==> src/rtl/fifo_axis_rr_arb.sv <==
// fifo_axis_rr_arb: round-robin burst arbiter that drains C_NUM_SRC standard-mode
// FIFOs (1-cycle read latency) into one AXI-stream master with a 2-entry output queue.
// Optional build macro FIFO_ARB_WORD_SWAP_EN reverses the 32-bit lanes of every
// captured word; without it m_tdata is bit-exact src_q. Timing is identical either way.
module fifo_axis_rr_arb #(
  parameter int C_DATA_W  = 128,
  parameter int C_NUM_SRC = 4,
  parameter int C_ID_W    = 2,
  parameter int C_BURST   = 16
) (
  input  logic                          clk,
  input  logic                          rst,
  input  logic [C_NUM_SRC-1:0]          src_empty,
  input  logic [C_NUM_SRC*C_DATA_W-1:0] src_q,
  output logic [C_NUM_SRC-1:0]          src_rd_en,
  output logic                          m_tvalid,
  input  logic                          m_tready,
  output logic [C_DATA_W-1:0]           m_tdata,
  output logic [C_ID_W-1:0]             m_tid,
  output logic                          m_tlast,
  output logic [C_NUM_SRC-1:0]          grant,
  output logic                          busy
);

  localparam int         IDX_W      = (C_NUM_SRC > 1) ? $clog2(C_NUM_SRC) : 1;
  localparam logic [8:0] BURST_MAX  = 9'(C_BURST);
  localparam logic [8:0] BURST_LAST = 9'(C_BURST - 1);

  typedef enum logic [0:0] {
    IDLE = 1'b0,
    XFER = 1'b1
  } state_t;

  state_t               state_r;
  state_t               state_nxt_s;
  logic [IDX_W-1:0]     ptr_r;
  logic [IDX_W-1:0]     gidx_r;
  logic [IDX_W-1:0]     infl_src_r;
  logic [IDX_W-1:0]     arb_idx_s;
  logic [IDX_W-1:0]     cand_s;
  logic [C_NUM_SRC-1:0] grant_r;
  logic [8:0]           rd_cnt_r;
  logic                 infl_r;
  logic                 infl_last_r;
  logic [1:0]           occ_r;
  logic [C_DATA_W-1:0]  q_data_r [2];
  logic [C_ID_W-1:0]    q_tid_r [2];
  logic [1:0]           q_last_r;
  logic                 arb_hit_s;
  logic                 rd_s;
  logic                 rd_last_s;
  logic                 pop_s;
  logic                 wr_idx_s;
  logic [C_DATA_W-1:0]  src_word_s [C_NUM_SRC];
  logic [C_DATA_W-1:0]  cap_word_s;

`ifdef FIFO_ARB_WORD_SWAP_EN
  // Reverse the order of the 32-bit lanes of a word.
  function automatic logic [C_DATA_W-1:0] lane_swap(input logic [C_DATA_W-1:0] d);
    logic [C_DATA_W-1:0] r;
    r = '0;
    for (int k = 0; k < C_DATA_W / 32; k++) begin
      r[32*(C_DATA_W/32-1-k) +: 32] = d[32*k +: 32];
    end
    return r;
  endfunction
`endif

  for (genvar gi = 0; gi < C_NUM_SRC; gi++) begin : g_slice
    assign src_word_s[gi] = src_q[gi*C_DATA_W +: C_DATA_W];
  end

  // The word returned by last cycle's read belongs to the source granted at read time.
`ifdef FIFO_ARB_WORD_SWAP_EN
  assign cap_word_s = lane_swap(src_word_s[infl_src_r]);
`else
  assign cap_word_s = src_word_s[infl_src_r];
`endif

  assign m_tvalid = (occ_r != 2'd0);
  assign m_tdata  = q_data_r[0];
  assign m_tid    = q_tid_r[0];
  assign m_tlast  = q_last_r[0];
  assign grant    = grant_r;
  assign pop_s    = m_tvalid && m_tready;
  // A word still returning from the FIFO counts as queued so busy never dips mid-flush.
  assign busy     = (state_r != IDLE) || m_tvalid || infl_r;

  // Round-robin scan: first non-empty source starting just after the last winner.
  always_comb begin
    arb_hit_s = 1'b0;
    arb_idx_s = '0;
    cand_s    = '0;
    for (int k = 1; k <= C_NUM_SRC; k++) begin
      cand_s = IDX_W'((int'(ptr_r) + k) % C_NUM_SRC);
      if (!arb_hit_s && !src_empty[cand_s]) begin
        arb_hit_s = 1'b1;
        arb_idx_s = cand_s;
      end else begin
        arb_hit_s = arb_hit_s;
      end
    end
  end

  // FSM next state and read strobe; a read needs a free slot in queue+pipeline or a pop.
  always_comb begin
    state_nxt_s = state_r;
    rd_s        = 1'b0;
    rd_last_s   = 1'b0;
    src_rd_en   = '0;
    case (state_r)
      IDLE: begin
        if (arb_hit_s) begin
          state_nxt_s = XFER;
        end else begin
          state_nxt_s = IDLE;
        end
      end
      XFER: begin
        rd_s = !src_empty[gidx_r] && (rd_cnt_r < BURST_MAX) &&
               ((({1'b0, occ_r} + {2'b00, infl_r}) < 3'd2) || pop_s);
        rd_last_s = rd_s && (rd_cnt_r == BURST_LAST);
        if (rd_s) begin
          src_rd_en[gidx_r] = 1'b1;
        end else begin
          src_rd_en = '0;
        end
        if (rd_last_s || (src_empty[gidx_r] && !rd_s)) begin
          state_nxt_s = IDLE;
        end else begin
          state_nxt_s = XFER;
        end
      end
      default: state_nxt_s = IDLE;
    endcase
  end

  // Queue write slot: after a pop the tail moves down one (occ 2 -> slot 1, occ 1 -> slot 0).
  always_comb begin
    if (pop_s) begin
      wr_idx_s = occ_r[1];
    end else begin
      wr_idx_s = occ_r[0];
    end
  end

  // State, grant, burst counter and read-pipeline registers.
  always_ff @(posedge clk) begin
    if (rst) begin
      state_r     <= IDLE;
      ptr_r       <= IDX_W'(C_NUM_SRC - 1);
      gidx_r      <= '0;
      grant_r     <= '0;
      rd_cnt_r    <= 9'd0;
      infl_r      <= 1'b0;
      infl_src_r  <= '0;
      infl_last_r <= 1'b0;
    end else begin
      state_r <= state_nxt_s;
      case (state_r)
        IDLE: begin
          if (arb_hit_s) begin
            grant_r  <= {{(C_NUM_SRC-1){1'b0}}, 1'b1} << arb_idx_s;
            ptr_r    <= arb_idx_s;
            gidx_r   <= arb_idx_s;
            rd_cnt_r <= 9'd0;
          end else begin
            grant_r <= '0;
          end
        end
        XFER: begin
          if (rd_s) begin
            rd_cnt_r <= rd_cnt_r + 9'd1;
          end
          if (state_nxt_s == IDLE) begin
            grant_r <= '0;
          end
        end
        default: grant_r <= '0;
      endcase
      infl_r      <= rd_s;
      infl_src_r  <= gidx_r;
      infl_last_r <= rd_last_s;
    end
  end

  // Two-entry output queue: slot 0 is the head; capture and pop may coincide.
  always_ff @(posedge clk) begin
    if (rst) begin
      occ_r       <= 2'd0;
      q_data_r[0] <= '0;
      q_data_r[1] <= '0;
      q_tid_r[0]  <= '0;
      q_tid_r[1]  <= '0;
      q_last_r    <= 2'b00;
    end else begin
      if (pop_s) begin
        q_data_r[0] <= q_data_r[1];
        q_tid_r[0]  <= q_tid_r[1];
        q_last_r[0] <= q_last_r[1];
      end
      if (infl_r) begin
        q_data_r[wr_idx_s] <= cap_word_s;
        q_tid_r[wr_idx_s]  <= C_ID_W'(infl_src_r);
        q_last_r[wr_idx_s] <= infl_last_r;
      end
      case ({infl_r, pop_s})
        2'b10:   occ_r <= occ_r + 2'd1;
        2'b01:   occ_r <= occ_r - 2'd1;
        default: occ_r <= occ_r;
      endcase
    end
  end

endmodule

==> config.mk <==
export PLATFORM = sky130hd
export DESIGN_NAME = fifo_axis_rr_arb
export DESIGN_NICKNAME = d
export VERILOG_FILES = /design/src/rtl/fifo_axis_rr_arb.sv
export SDC_FILE = /design/constraint.sdc
export NUM_CORES = 1
export LEC_CHECK = 0
export ABC_CLOCK_PERIOD_IN_PS = 12700
export CAP_MARGIN = 0
export CORE_AREA = 4 4 254 256
export CTS_BUF_LIST = sky130_fd_sc_hd__clkbuf_2 sky130_fd_sc_hd__clkbuf_4 sky130_fd_sc_hd__clkbuf_8
export CTS_CLUSTER_SIZE = 16
export DETAILED_ROUTE_END_ITERATION = 10
export DIE_AREA = 0 0 258 260
export SLEW_MARGIN = 10
export SYNTH_ARGS = -nofsm -noshare
export SYNTH_HDL_FRONTEND = slang
export SYNTH_SLANG_ARGS = --single-unit
export TNS_END_PERCENT = 10
==> constraint.sdc <==
create_clock -name clk -period 12.7 [get_ports clk]
set_input_delay 1.27 -clock clk [delete_from_list [all_inputs] [get_ports clk]]
set_output_delay 1.27 -clock clk [all_outputs]
set_load 0.01 [all_outputs]
==> impl_metrics.toml <==
[run_status]
status = "completed"

[critical_path]
worst-r2r-cell-count = 3
worstSetupPathDepth = 6
worstPathMaxFanout = 7
startpoint = "src_empty[1]"
r2r-start = "infl_src_r[0]$_SDFF_PP0_"
cp_common_cell = "clkdlybuf4s50_1"
cpLargestDelayFamily = "buffers and inverters"
required_ns = 11.43
crit_slowest_cell = "clkdlybuf4s50_1"
regToRegSetupSlack_ns = 9.74
path_class = "input port to primary output"
arrival_ns = 3.41
cp_cell_sequence = "clkdlybuf4s50_1, mux2_2, o22ai_1, nand2_1, nor3_1, clkdlybuf4s50_1"
crit_path_end_kind = "primary output"
cp_num_buf_inv = 2
critPathLaunchType = "input port"
max_stage_delay_ns = 0.57

[route]
drt_drc_violations_left = 0
drt_first_pass_iters = 5
vias = 10800
drt-vias-per-instance = 4.49
highest_layer = "met4"
wl_met3_mm = 4.09
finalWirelength_mm = 49.9
met2RoutedLength_mm = 25.5
routedWlPerCell_microns = 20.8
ant_nets = 0
wl_met1_mm = 19.0
drt_iter0_markers = 480

[clocking]
htree_levels = 2
cts_resized = 0
cts_hold_buf = 0
clock_path_buffers = 3
cts_root_buffer = "clkbuf_8"
cts_tree = "yes"
clk_latency_ns = 0.60
clkTransAtPathRegs_ns = 0.06
cts.sinks = 286
post_cts_buffers = 0
cts_buffers = 51

[place]
dpl.cell_count = 2302
gp_congestion = 0.860
placed_area_sq_mm = 0.0217
dp_hpwl_mm = 37.6
port_buffers = 659

[power]
leakage_nw = 7.80
ir_worst_vdd_mv = 0.0490
powerDensity_mw_per_mm2 = 116
finalPower_mw = 2.64

[cells_and_area]
syn2layout_area_growth_pct = 59.8
fin_nets = 2030
instances_no_fill = 2399
drive_gt1_share_pct = 15.3
ff_latch_area_sq_mm = 0.00834
finalInstanceArea_sq_mm = 0.0227
n_fill_cell = 6033
multi_input_area_sq_mm = 0.00554

[global_route]
grt_pass1_wl_mm = 72.0
grtUsageTotal_pct = 14.1
grt_max_degree = 72
grt_overflow = 0
antenna_found_initial = 2
first_global_vias = 11500

[synth]
ys_ff_latch = 286
syn-num-nets = 1382
ys_warn_count = 0
synth_top_flop_cell = "edfxtp_1"
syn_inst = 861
synth.distinct_cells = 46
netlist_area_sq_mm = 0.0142
syn_avg_cell_area_sq_um = 16.5
yosysSeqAreaShare_pct = 58.7
synth_edf_count = 260
ys_async_sr_fraction_pct = 0

[timing]
tns_ns = 0
relSlewSlack_pct = 25.1
fmax_mhz = 214
min_period_ns = 4.68
setup_violations = 0
skew_ns = 0.00943
rsz0062_at_grt = "false"
tightest_slew_ns = 1.12
report.final.slew_viol_count = 0
hold_viol = 0
post-route-period-util_pct = 36.9

[floorplan]
core_area_sq_mm = 0.0625
start_util_pct = 22.7
die_y_microns = 260
rows = 92
io_pins = 660
floorplan.die_area_sq_mm = 0.0671
die_w_microns = 258

[hold_path]
hold_path_depth = 1
hp-start = "rd_cnt_r[8]$_SDFFE_PP0P_"
min_path_type = "flip-flop to flip-flop"

[job]
cap_violations = 0
==> report_power, final <==
| part | leakage [nW] | internal, mW | switching (mW) |
|---|---|---|---|
| clock network | 0.542 | 0.476 | 0.394 |
| logic | 4.33 | 0.353 | 0.246 |
| registers | 2.92 | 1.13 | 0.0410 |
==> synth_stat cells, drive strengths merged (3+ instances only) <==
cell | instances | area share [%]
dfxtp | 26 | 3.7
nor2 | 11 | 0.29
mux2 | 4 | 0.34
edfxtp | 260 | 55
a22o | 131 | 8.1
or3 | 4 | 0.19
mux4 | 128 | 20
buf | 37 | 1.3
nand2 | 8 | 0.21
and2 | 135 | 5.9
o211ai | 3 | 0.16
a21oi | 10 | 0.35
o21ai | 4 | 0.17
nand2b | 7 | 0.31
clkbuf | 40 | 1.1
nand3 | 5 | 0.18
inv | 7 | 0.19
nor3 | 9 | 0.32
==> flip-flops by register name, indices dropped and copies added (netlist names), 2 cells and up <==
name / flops
gidx_r: 2
grant: 4
infl_src_r: 2
occ_r: 2
ptr_r: 2
q_data_r: 256
q_last_r: 2
q_tid_r: 4
rd_cnt_r: 9
==> area by class of cell <==
type	instances	share of cell area [%]
tap	846	4.67
clock buffer	69	3.75
multi-input combinational	491	24.4
timing repair buffer	672	29.5
clock inverter	27	0.767
sequential	286	36.7
antenna	1	0.0110
inverter	7	0.116
==> path summary, 6_finish.rpt <==
| check | end |
|---|---|
| setup / recovery | src_rd_en[1] |
| setup reg to reg | q_data_r[0][88]$_DFFE_PP_ |
| hold / removal | rd_cnt_r[8]$_SDFFE_PP0P_ |
| hold reg to reg | rd_cnt_r[8]$_SDFFE_PP0P_ |
==> per-stage QoR <==
stage | setup WS (ns) | hold slack [ns] | util [%]
after floorplan | 7.63 | 0.425 | -
after global placement | 8.08 | 0.446 | 34.6
after detailed placement | 8.03 | 0.446 | 34.6
after CTS | 8.04 | 0.465 | 36.3
after global routing | 7.84 | 0.492 | 36.3
final | 8.02 | 0.458 | 36.3
==> cells by family (layout without fill, tap and decap cells) <==
group | after synthesis | after routing | synth area share, %
other | 0 | 1 | 0
adders and majority gates | 2 | 2 | 0.176
buffers and inverters | 84 | 775 | 2.55
AOI/OAI and AO/OA | 167 | 167 | 9.93
and+or+nand+nor | 187 | 187 | 7.84
xor gates and xnor gates | 2 | 2 | 0.123
muxes | 133 | 133 | 20.7
DFF | 286 | 286 | 58.7
==> metal layers <==
layer | vias up | GRT usage [%]
met4 | 0 | 4.82
li1 | 4848 | -
met5 | - | 0
met2 | 455 | 24.4
met3 | 75 | 4.44
met1 | 5389 | 16.5
==> cells in the final DEF, fill, tap and decap left out, drive strengths merged, types with 2 or more instances in the layout <==
cell type,instances
o21ai,4
nand2b,7
nand2,8
mux4,128
edfxtp,260
clkinv,23
mux2,4
nand3,5
ha,2
clkbuf,69
a21oi,10
nor3b,2
bufinv,2
o2bb2ai,2
clkdlybuf4s50,659
and2,135
a22o,131
dfxtp,26
a21o,2
inv,8
nor3,9
o211ai,3
nor2,11
o32ai,2
o31ai,2
buf,13
or3,4
nor2b,2
Power figures use the tool's default switching activity.
